`config.mk`:
```
export PLATFORM = sky130hd
export DESIGN_NAME = fifo_param_core
export DESIGN_NICKNAME = d
export VERILOG_FILES = /design/src/rtl/fifo_param_core.sv
export SDC_FILE = /design/constraint.sdc
export NUM_CORES = 1
export LEC_CHECK = 0
export CAP_MARGIN = 10
export CORE_ASPECT_RATIO = 1.25
export CORE_MARGIN = 1.5
export CORE_UTILIZATION = 63
export CTS_CLUSTER_DIAMETER = 30
export CTS_CLUSTER_SIZE = 10
export DETAILED_ROUTE_END_ITERATION = 7
export PLACE_DENSITY = 0.91
export REMOVE_ABC_BUFFERS = 1
export SYNTH_ARGS = -nofsm -noshare
export SYNTH_HDL_FRONTEND = slang
export SYNTH_SLANG_ARGS = --single-unit
export TNS_END_PERCENT = 50
```
`constraint.sdc`:
```
create_clock -name clk -period 6.6 [get_ports clk]
set_input_delay 1.65 -clock clk [delete_from_list [all_inputs] [get_ports clk]]
set_output_delay 1.65 -clock clk [all_outputs]
set_load 0.01 [all_outputs]
```
`src/rtl/fifo_param_core.sv`:
```
// Parametrised synchronous FIFO core with programmable thresholds,
// occupancy count, sticky error flags and optional first-word-fall-through.
module fifo_param_core #(
    parameter int DATA_WIDTH = 8,
    parameter int DEPTH      = 16,
    parameter int AF_THRESH  = DEPTH - 2,
    parameter int AE_THRESH  = 2,
    parameter bit FWFT       = 1'b0
) (
    input  logic                       clk,
    input  logic                       rst,
    input  logic                       wr_enb,
    input  logic [DATA_WIDTH-1:0]      wr_data,
    input  logic                       rd_enb,
    input  logic                       err_clr,
    output logic [DATA_WIDTH-1:0]      rd_data,
    output logic                       full,
    output logic                       empty,
    output logic                       almost_full,
    output logic                       almost_empty,
    output logic                       half,
    output logic [$clog2(DEPTH):0]     count,
    output logic                       overflow,
    output logic                       underflow
);

    localparam int AW = $clog2(DEPTH);
    localparam int CW = AW + 1;
    localparam logic [CW-1:0] C_DEPTH = CW'(DEPTH);
    localparam logic [CW-1:0] C_AF    = CW'(AF_THRESH);
    localparam logic [CW-1:0] C_AE    = CW'(AE_THRESH);
    localparam logic [CW-1:0] C_HALF  = CW'(DEPTH / 2);

    logic [DATA_WIDTH-1:0] r_mem [DEPTH];
    logic [AW-1:0]         r_wr_ptr;
    logic [AW-1:0]         r_rd_ptr;
    logic [CW-1:0]         r_count;
    logic                  r_full;
    logic                  r_empty;
    logic                  r_afull;
    logic                  r_aempty;
    logic                  r_half;
    logic                  r_ovf;
    logic                  r_unf;

    logic                  w_wr_acc;
    logic                  w_rd_acc;
    logic                  w_ovf_set;
    logic                  w_unf_set;
    logic [CW-1:0]         w_cnt_nxt;

    // Acceptance uses the flags registered before the edge; reset blocks both.
    assign w_wr_acc  = rst && wr_enb && !r_full;
    assign w_rd_acc  = rst && rd_enb && !r_empty;
    assign w_ovf_set = wr_enb && r_full;
    assign w_unf_set = rd_enb && r_empty;
    assign w_cnt_nxt = r_count + CW'(w_wr_acc) - CW'(w_rd_acc);

    always_ff @(posedge clk) begin
        if (w_wr_acc) begin
            r_mem[r_wr_ptr] <= wr_data;
        end
    end

    always_ff @(posedge clk) begin
        if (!rst) begin
            r_wr_ptr <= '0;
            r_rd_ptr <= '0;
            r_count  <= '0;
            r_full   <= 1'b0;
            r_empty  <= 1'b1;
            r_afull  <= 1'b0;
            r_aempty <= 1'b1;
            r_half   <= 1'b0;
            r_ovf    <= 1'b0;
            r_unf    <= 1'b0;
        end else begin
            if (w_wr_acc) begin
                r_wr_ptr <= r_wr_ptr + AW'(1);
            end
            if (w_rd_acc) begin
                r_rd_ptr <= r_rd_ptr + AW'(1);
            end
            r_count  <= w_cnt_nxt;
            r_full   <= (w_cnt_nxt == C_DEPTH);
            r_empty  <= (w_cnt_nxt == '0);
            r_afull  <= (w_cnt_nxt >= C_AF);
            r_aempty <= (w_cnt_nxt <= C_AE);
            r_half   <= (w_cnt_nxt >= C_HALF);
            // A new error in the same cycle as err_clr keeps the flag set.
            r_ovf    <= w_ovf_set || (r_ovf && !err_clr);
            r_unf    <= w_unf_set || (r_unf && !err_clr);
        end
    end

    generate
        if (FWFT) begin : g_fwft
            assign rd_data = r_mem[r_rd_ptr];
        end else begin : g_std
            logic [DATA_WIDTH-1:0] r_rd_data;

            always_ff @(posedge clk) begin
                if (!rst) begin
                    r_rd_data <= '0;
                end else if (w_rd_acc) begin
                    r_rd_data <= r_mem[r_rd_ptr];
                end
            end

            assign rd_data = r_rd_data;
        end
    endgenerate

    assign full         = r_full;
    assign empty        = r_empty;
    assign almost_full  = r_afull;
    assign almost_empty = r_aempty;
    assign half         = r_half;
    assign count        = r_count;
    assign overflow     = r_ovf;
    assign underflow    = r_unf;

endmodule

```
==> results.tsv, run 1 <==
metric	value	unit
ys flop type	edfxtp_1	
Core Region	9660	um2
routed length per instance	24.2	um
# DRC	0	
fin crit share	71.5	%
vias in the first global route	3685	
clock slew at reported path FFs	0.06	ns
crit path max fanout	30	
Crit path depth	12	
Yosys top cell by area	edfxtp_1	
Final Hold Viols	0	
Multi-input gate area	1710	um2
clk root buf	clkbuf_16	
max cap viols	0	
CP Launch Point	rst	
reg2reg path depth	10	
CTS tree	done	
Worst Hold Class	register to register	
share of cells above drive strength 1	11.4	%
Synth Instances	379	
ys async rst share	0	%
CP max stage cell	inv_1	
top post-synthesis cells by area	edfxtp_1 61%, dfxtp_1 8.9%, mux2i_1 5.1%, mux4_1 4.2%, mux4_2 2.5%	
Hold WS	0.525	ns
synthesis-to-finish area growth	15.9	%
unique cell type count in the Yosys netlist	42	
crit end category	register	
vias	3535	
Antenna Cells	0	
drt pass-1 iters	5	
Worst-Margin Slew	1.07	ns
input/output buffers	32	
Worst-Skew Late Latency	0.42	ns
Tmin final	4.72	ns
CTS H-Tree Depth	4	
unrepaired setup endpoints after global routing	no	
normalized max-slew margin	28.4	%
maximum clock path buffer count	2	
routed wire length	13400	um
worst r2r dst	full	
first-pass GRT wire length	20600	um
number of buffers and inverters on the critical path	4	
Final Slew Violations	0	
delay-heaviest family, CP	buffers and inverters	
WP data arrival	5.05	ns
setup tns final	0	ns
Pleak	0.00243	uW
Synth top area share	60.8	%
GPL Wtd Cong	0.886	
HPWL Detailed	8130	um
Sequential Area	4410	um2
initial core utilization	65.4	%
WS Path Type	input pin to register	
CTS Buf Count	17	
yosys warns	0	
Post-CTS Hold Buffers	0	
Syn Std Cell Area	6320	um2
Yosys reg bits	156	
Critical Path Sink	full	
CTS sink count	156	
starting DRC count in detailed routing	369	
FF-to-FF Start	empty	
clk_skew	0.00662	ns
Total Die Area	10600	um2
VDD IR max	0.288	mV
largest net degree at the start of global routing	36	
cell breakdown of the critical path	clkdlybuf4s50_1 -> buf_4 -> nand3b_1 -> inv_1 -> ha_1 -> inv_1 -> ha_1 -> fa_1 -> a21o_1 -> a21oi_1 -> mux2i_1 -> nor3b_1	
R2R Setup Slk	3.52	ns
fmax	212	MHz
P per Cell Area	374	nW/um2
Resize count post-CTS	0	
# IOs	33	
initial antenna violation count	0	
CP required	6.93	ns
fin nets	439	
GRT Util Overall	27.4	%
type of origin of the critical path	input pin	
Mean Syn Cell Area	16.7	um2
total gr overflow	0	
vias per cell	6.38	
register area share after synthesis	69.7	%
Die Height	115	um
status	finished clean	
fillers	492	
Rows	40	
Detail Route Antenna Nets	0	
slowest stage delay, CP	0.51	ns
Finish-stage setup viols	0	
Die Wd	92.6	um
Post-synth EDFFs	128	
post-CTS setup buffers	0	
==> where the power goes <==
part,total (uW),internal [uW],switching [uW]
Combinational,505,256,249
Clock,1040,682,359
Sequential,1190,1130,61.6
==> cells by family (layout without fill, tap and decap cells) <==
kind of cell             count (synthesis)  count (layout)  share of synthesized area, %
AND/OR/NAND/NOR                         73              73                          5.98
buffers and inverters                   31              80                          3.23
adder cells (fa/ha/maj)                 11              11                          2.30
XOR/XNOR                                 9               9                          1.25
AO/OA/AOI/OAI                           43              43                          4.56
multiplexers                            56              56                          13.0
flip-flops                             156             156                          69.7
==> through the flow <==
stage               cell area (um2)  util [%]  total power, uW  std cells  setup slack (ns)
finish                         7320      75.8             2740        554              1.88
global route                   7320      75.8             2840        554              1.69
CTS                            7320      75.8             2740        554              1.92
detailed placement             6680      69.1             1710        522              1.58
global placement               6680      69.1             1680        522              1.78
floorplan                      6150         -             1520        358              2.72
==> worst min path at each step <==
| stage | slack (ns) | startpoint | depth (start not counted) | end |
|---|---|---|---|---|
| finish | 0.53 | r_wr_ptr[1] | 2 | r_wr_ptr[1] |
| global route | 0.55 | rd_data[6] | 2 | rd_data[6] |
| CTS | 0.52 | r_wr_ptr[1] | 2 | r_wr_ptr[1] |
| detailed placement | 0.50 | rd_data[6] | 2 | rd_data[6] |
| global placement | 0.50 | rd_data[6] | 2 | rd_data[6] |
| floorplan | 0.48 | r_wr_ptr[1] | 2 | r_wr_ptr[1] |
==> layout by cell type (no fill, tap or decap), types with 5 or more instances in the layout <==
cell type,netlist,final
nand3b_1,8,8
and2_1,11,11
a22oi_1,16,16
mux4_1,10,10
dfxtp_1,28,27
nand2_1,21,21
clkdlybuf4s50_1,0,32
clkbuf_16,0,19
mux2i_1,32,32
mux4_2,7,7
a21oi_1,9,9
nor2b_1,5,5
mux2_2,7,7
a31oi_1,7,7
inv_1,10,10
ha_1,10,10
edfxtp_1,128,128
clkbuf_1,6,5
buf_4,2,6
nor2_1,13,13
xnor2_1,8,8
==> state kept, by name, summed over array words and instances, names as in the netlist <==
signal        cells
underflow         1
almost_empty      1
full              1
empty             1
r_rd_ptr          4
almost_full       1
r_wr_ptr          4
overflow          1
rd_data           8
half              1
r_mem           128
count             5
==> worst reg2reg max path: cells and delay by family (launching register included) <==
kind | cells | cell delay [ns]
adder cells (fa/ha/maj) | 3 | 0.84
AND/OR/NAND/NOR | 2 | 0.46
flip-flops | 1 | 0.32
AO/OA/AOI/OAI | 2 | 0.42
multiplexers | 1 | 0.40
buffers and inverters | 2 | 0.55
==> cells in the mapped netlist (all sizes together), types with 2 or more instances <==
cell    number
edfxtp     128
mux2i       32
dfxtp       28
nand2       21
mux4        17
a22oi       16
buf         14
nor2        13
and2        11
ha          10
inv         10
a21oi        9
nand3b       8
xnor2        8
a31oi        7
clkbuf       7
mux2         7
nor2b        5
nor3         4
a21o         3
nand2b       3
o21ai        3
nand3        2
or3          2
==> area by class of cell <==
type,count,area share [%]
timing repair buffer,38,4.99
clock inverter,4,1.32
multi-input combinational,192,23.3
tap,126,2.15
sequential,156,60.2
clock buffer,28,7.50
inverter,10,0.513
==> per-layer routing <==
layer	track usage, %	part of all wire, %
met1	32.8	37
met5	0	0
met3	6.81	8.0
met4	15.1	3.7
met2	45.8	52
No activity file was read; power rests on OpenSTA's default activity.
==> inputs of run 2 (changes only) <==
--- a/config.mk
+++ b/config.mk
@@ -8,11 +8,11 @@
 export CAP_MARGIN = 10
 export CORE_ASPECT_RATIO = 1.25
 export CORE_MARGIN = 1.5
-export CORE_UTILIZATION = 63
+export CORE_UTILIZATION = 59
 export CTS_CLUSTER_DIAMETER = 30
 export CTS_CLUSTER_SIZE = 10
 export DETAILED_ROUTE_END_ITERATION = 7
-export PLACE_DENSITY = 0.91
+export PLACE_DENSITY = 0.87
 export REMOVE_ABC_BUFFERS = 1
 export SYNTH_ARGS = -nofsm -noshare
 export SYNTH_HDL_FRONTEND = slang
==> constraint.sdc (replaced) <==
create_clock -name clk -period 4.45 [get_ports clk]
set_input_delay 1.1125 -clock clk [delete_from_list [all_inputs] [get_ports clk]]
set_output_delay 1.1125 -clock clk [all_outputs]
set_load 0.01 [all_outputs]
==> run 2 against run 1 <==
Routed wire length fell by 3.3%. Clock power rose by 33%. Via count fell by 1.5%. Critical path depth fell by 1. Count of clock-buffer cells in the layout fell by 5. Flip-flop and latch count did not move. Register-to-register slack got worse by 2.0 ns. Clock skew rose by 0.0031 ns. Non-clock buffer count rose by 2. Power rose by 43%. Die area rose by 6.6%. Largest power group unchanged. Highest routed layer unchanged. Largest cell class unchanged. Sequential power rose by 50%.
==> results.tsv, run 2 (synthesis gave the netlist of run 1 again) <==
metric	value	unit	change
status	finished clean		
unrepaired setup endpoints after global routing	no		
slowest stage delay, CP	0.54	ns	+0.03 ns
CTS tree	done		
Total Die Area	11300	um2	+6.6%
CTS H-Tree Depth	4		unchanged
Tmin final	3.75	ns	
Pleak	0.00241	uW	-1.1%
max cap viols	0		unchanged
clk root buf	clkbuf_16		
share of cells above drive strength 1	11.9	%	+0.41 points
CTS sink count	156		unchanged
routed length per instance	23.0	um	-4.7%
clock slew at reported path FFs	0.06	ns	about the same
Worst-Margin Slew	1.11	ns	+0.0353 ns
Core Region	10500	um2	+8.8%
fin nets	441		+0.46%
fin crit share	84.4	%	
vias in the first global route	3640		-1.2%
Die Height	119	um	+3.2%
Biggest register	r_mem		
Resize count post-CTS	0		unchanged
first-pass GRT wire length	20100	um	-2.1%
WP data arrival	4.03	ns	-1.02 ns
HPWL Detailed	7860	um	-3.3%
commonest non-fill, non-tap cell in the layout	edfxtp_1		
type of origin of the critical path	input pin		
crit path max fanout	8		-73%
CTS Buf Count	17		unchanged
crit end category	register		
# DRC	0		unchanged
Detail Route Antenna Nets	0		unchanged
VDD IR max	0.506	mV	+76%
met2 GRT Util	40.6	%	-5.3 points
Final Slew Violations	0		unchanged
Worst-Skew Late Latency	0.42	ns	about the same
cell breakdown of the critical path	clkdlybuf4s50_1 -> and3b_1 -> inv_1 -> ha_1 -> inv_1 -> ha_1 -> fa_1 -> a21o_1 -> a21oi_1 -> mux2i_1 -> a2111oi_0		
synthesis-to-finish area growth	15.0	%	
CP max stage cell	clkdlybuf4s50_1		
GPL Wtd Cong	0.801		-9.5%
# IOs	33		unchanged
CP required	4.73	ns	-2.20 ns
initial core utilization	60.1	%	-5.3 points
GRT Util Overall	25.0	%	-2.4 points
vias	3482		-1.5%
met1 usage	32.3	%	-0.49 points
Rows	42		+5.0%
largest net degree at the start of global routing	33		-8.3%
routed wire length	13000	um	-3.3%
Die Wd	95.6	um	+3.2%
busiest layer in global routing	met2		
Hold WS	0.513	ns	-0.0121 ns
Final Hold Viols	0		unchanged
starting DRC count in detailed routing	279		-24%
drt pass-1 iters	5		unchanged
vias per cell	6.20		-2.9%
setup tns final	0	ns	unchanged
normalized max-slew margin	26.0	%	-2.4 points
most frequent cells in the layout	128 x edfxtp_1, 32 x mux2i_1, 32 x clkdlybuf4s50_1		
total gr overflow	0		unchanged
Post-CTS Hold Buffers	0		unchanged
fmax	266	MHz	
Finish-stage setup viols	0		unchanged
initial antenna violation count	0		unchanged
clk_skew	0.00969	ns	+0.00306 ns
Antenna Cells	0		unchanged
post-CTS setup buffers	0		unchanged
number of flip-flops in the largest register	128		unchanged
input/output buffers	32		unchanged
met3 Use GR	6.50	%	-0.31 points
maximum clock path buffer count	2		unchanged
WS Path Type	input pin to register		
Worst Hold Class	register to register		
P per Cell Area	538	nW/um2	+44%
## run 2: changes by cell type in the layout (fill, tap and decap cells not counted), sizes merged
cell,change
inv,-1
clkinvlp,+1
buf,+2
clkbuf,-5
clkinv,+6
bufinv,-1
## run 2: stage by stage
stage                     total power (uW)  cell area, um2  worst slack, ns  cells  util (%)
after floorplan                       2250            6150             1.11    358         -
after global placement                2500            6700            0.456    530      63.7
after detailed placement              2540            6700            0.266    530      63.7
after CTS                             3920            7260            0.705    562      69.1
after global routing                  4040            7260            0.493    562      69.1
final                                 3910            7260            0.696    562      69.1
## run 2: report_power, final
group / internal (uW) / total, uW / switching (uW) / leakage [uW]
Clock: 848 / 1380 / 535 / 0.000278
Combinational: 383 / 734 / 351 / 0.000745
Sequential: 1680 / 1790 / 108 / 0.00138
Total: 2910 / 3910 / 994 / 0.00241
## run 2: final cells by class
cell class                 instances  area [um2]
fill                             673        3250
clock inverter                     9        96.3
multi-input combinational        192        1710
timing repair buffer              40         380
tap                              132         165
sequential                       156        4410
clock buffer                      23         468
inverter                          10        37.5
## run 2: final timing paths
| kind | from | to | slack, ns | cells after the start |
|---|---|---|---|---|
| worst max-delay path | rst | almost_empty | 0.70 | 11 |
| worst max register to register | full | almost_empty | 1.57 | 10 |
| worst min-delay path | rd_data[7] | rd_data[7] | 0.51 | 2 |
| worst min register to register | rd_data[7] | rd_data[7] | 0.51 | 2 |
## run 2: layer usage
| layer | up-vias | share of wire [%] |
|---|---|---|
| met5 | - | 0 |
| met4 | 0 | 1.7 |
| met3 | 23 | 5.8 |
| met2 | 160 | 52 |
| met1 | 1768 | 40 |
| li1 | 1531 | - |
## run 2: worst max-delay path: cells and delay by family
| kind | cells | cell delay (ns) |
|---|---|---|
| compound gates | 3 | 0.82 |
| fa+ha+maj | 3 | 0.89 |
| buf+inv | 3 | 0.66 |
| mux | 1 | 0.20 |
| simple gates | 1 | 0.34 |
==> inputs of run 3 (changes only) <==
--- a/config.mk
+++ b/config.mk
@@ -8,11 +8,11 @@
 export CAP_MARGIN = 10
 export CORE_ASPECT_RATIO = 1.25
 export CORE_MARGIN = 1.5
-export CORE_UTILIZATION = 59
+export CORE_UTILIZATION = 54
 export CTS_CLUSTER_DIAMETER = 30
 export CTS_CLUSTER_SIZE = 10
 export DETAILED_ROUTE_END_ITERATION = 7
-export PLACE_DENSITY = 0.87
+export PLACE_DENSITY = 0.84
 export REMOVE_ABC_BUFFERS = 1
 export SYNTH_ARGS = -nofsm -noshare
 export SYNTH_HDL_FRONTEND = slang
==> constraint.sdc (replaced) <==
create_clock -name clk -period 3.4 [get_ports clk]
set_input_delay 0.85 -clock clk [delete_from_list [all_inputs] [get_ports clk]]
set_output_delay 0.85 -clock clk [all_outputs]
set_load 0.01 [all_outputs]
==> run 3 against run 2 <==
Flip-flop and latch count did not move. Power rose by 34%. Register-to-register slack got worse by 0.79 ns. Largest power group unchanged.
==> results.tsv, run 3 (synthesis gave the netlist of run 1 again) <==
metric	value	unit	change
status	finished clean		
first-pass GRT wire length	19000	um	-5.7%
DP Area	6860	um2	+2.4%
unrepaired setup endpoints after global routing	no		
largest net degree at the start of global routing	26		-21%
drt pass-1 iters	4		-1
Worst-Skew Late Latency	0.42	ns	about the same
vias per cell	5.86		-5.4%
Final Slew Violations	0		unchanged
vias in the first global route	3430		-5.8%
type of origin of the critical path	input pin		
Final Hold Viols	0		unchanged
input/output buffers	32		unchanged
initial antenna violation count	0		unchanged
CTS sink count	156		unchanged
fin nets	461		+4.5%
fmax	315	MHz	
Pleak	0.00252	uW	+4.9%
Total Die Area	12400	um2	+9.0%
Post-CTS Hold Buffers	0		unchanged
Biggest register	r_mem		
clk_skew	0.00956	ns	-0.000124 ns
# DRC	0		unchanged
Tmin final	3.17	ns	
Core Region	11500	um2	+9.5%
hold endpoint	rd_data[0]		
share of cells above drive strength 1	16.2	%	+4.4 points
CTS Buf Count	17		unchanged
CTS H-Tree Depth	4		unchanged
GPL Wtd Cong	0.793		-1.0%
Die Height	124	um	+4.4%
# IOs	33		unchanged
clk root buf	clkbuf_16		
Rows	44		+4.8%
hold path startpoint	rd_data[0]		
WP data arrival	3.51	ns	-0.52 ns
Detail Route Antenna Nets	0		unchanged
routed length per instance	21.3	um	-7.5%
maximum clock path buffer count	2		unchanged
reg2reg path depth	10		unchanged
number of flip-flops in the largest register	128		unchanged
Finish-stage setup viols	0		unchanged
normalized max-slew margin	49.1	%	+23 points
worst r2r dst	full		
Worst-Margin Slew	0.763	ns	-0.345 ns
Multi-input gate area	1710	um2	unchanged
vias	3448		-0.98%
Hold WS	0.513	ns	-0.000751 ns
commonest non-fill, non-tap cell in the layout	edfxtp_1		
routed wire length	12500	um	-3.2%
Sequential Area	4410	um2	unchanged
CTS tree	done		
max cap viols	0		unchanged
crit path max fanout	4		-4
CP required	3.73	ns	-1.00 ns
VDD IR max	0.537	mV	+6.1%
total gr overflow	0		unchanged
HPWL Detailed	8300	um	+5.6%
post-route cell area	7460	um2	+2.7%
R2R Setup Slk	0.78	ns	-0.79 ns
FF-to-FF Start	full		
starting DRC count in detailed routing	199		-29%
Worst Hold Class	register to register		
GRT Util Overall	21.6	%	-3.4 points
WS Path Type	input pin to register		
fin crit share	93.4	%	
post-CTS setup buffers	0		unchanged
CP Launch Point	rst		
initial core utilization	54.9	%	-5.2 points
Antenna Cells	0		unchanged
clock slew at reported path FFs	0.06	ns	about the same
Hold Crit Depth	2		unchanged
P per Cell Area	702	nW/um2	+31%
Resize count post-CTS	0		unchanged
most frequent cells in the layout	128 x edfxtp_1, 32 x mux2i_1, 32 x clkdlybuf4s50_1		
synthesis-to-finish area growth	18.1	%	
fillers	747		+11%
Die Wd	99.7	um	+4.4%
crit end category	register		
==> run 3: changes by cell type in the layout (fill, tap and decap cells not counted) <==
| cell | previous run | this run |
|---|---|---|
| clkinv_4 | 0 | 3 |
| buf_4 | 8 | 28 |
| clkinv_1 | 1 | 0 |
| bufinv_16 | 2 | 3 |
| clkinvlp_4 | 1 | 2 |
| clkbuf_1 | 4 | 3 |
| clkinv_2 | 5 | 2 |
==> run 3: stage by stage <==
stage	total power, uW	utilization, %	setup TNS, ns	std cells	setup slack (ns)
after global routing	5440	64.8	0	588	0.0583
after detailed placement	3370	59.6	-0.882	556	-0.203
after CTS	5270	64.8	0	588	0.227
after floorplan	2940	-	0	358	0.318
final	5240	64.8	0	588	0.226
after global placement	3320	59.6	-0.176	556	-0.0681
==> run 3: how the worst max path moves through the flow <==
stage / endpoint / slack, ns / cells after the start
final: full / 0.23 / 11
after global routing: almost_empty / 0.06 / 11
after CTS: almost_empty / 0.23 / 11
after detailed placement: almost_empty / -0.20 / 11
after global placement: half / -0.07 / 12
after floorplan: full / 0.32 / 10
==> run 3: critical path, cell delays in order <==
cell,delay [ns]
clkdlybuf4s50_1,0.51
and3b_1,0.20
inv_1,0.05
ha_1,0.26
inv_1,0.04
ha_1,0.19
fa_1,0.40
a21o_1,0.17
a21oi_1,0.22
mux2i_1,0.38
nor3b_1,0.23
==> run 3: report_power, final <==
part	internal (uW)	switching, uW	leakage, uW
Clock	1190	715	0.000290
Sequential	2200	122	0.00138
Combinational	538	471	0.000850
Total	3930	1310	0.00252
==> run 3: routing by layer <==
metal | track usage, % | part of all wire, % | up-vias
met1 | 26.0 | 40 | 1734
li1 | - | - | 1576
met2 | 37.4 | 53 | 119
met3 | 5.95 | 5.7 | 19
met4 | 7.66 | 1.6 | 0
met5 | 0 | 0 | -
==> run 3: cell type report <==
class	instances	area share, %
multi-input cells	192	22.9
well taps	138	2.31
repair buffers	60	7.11
inverters	10	0.503
clock buffers	22	6.22
flip-flops and latches	156	59.0
clock inverters	10	1.90
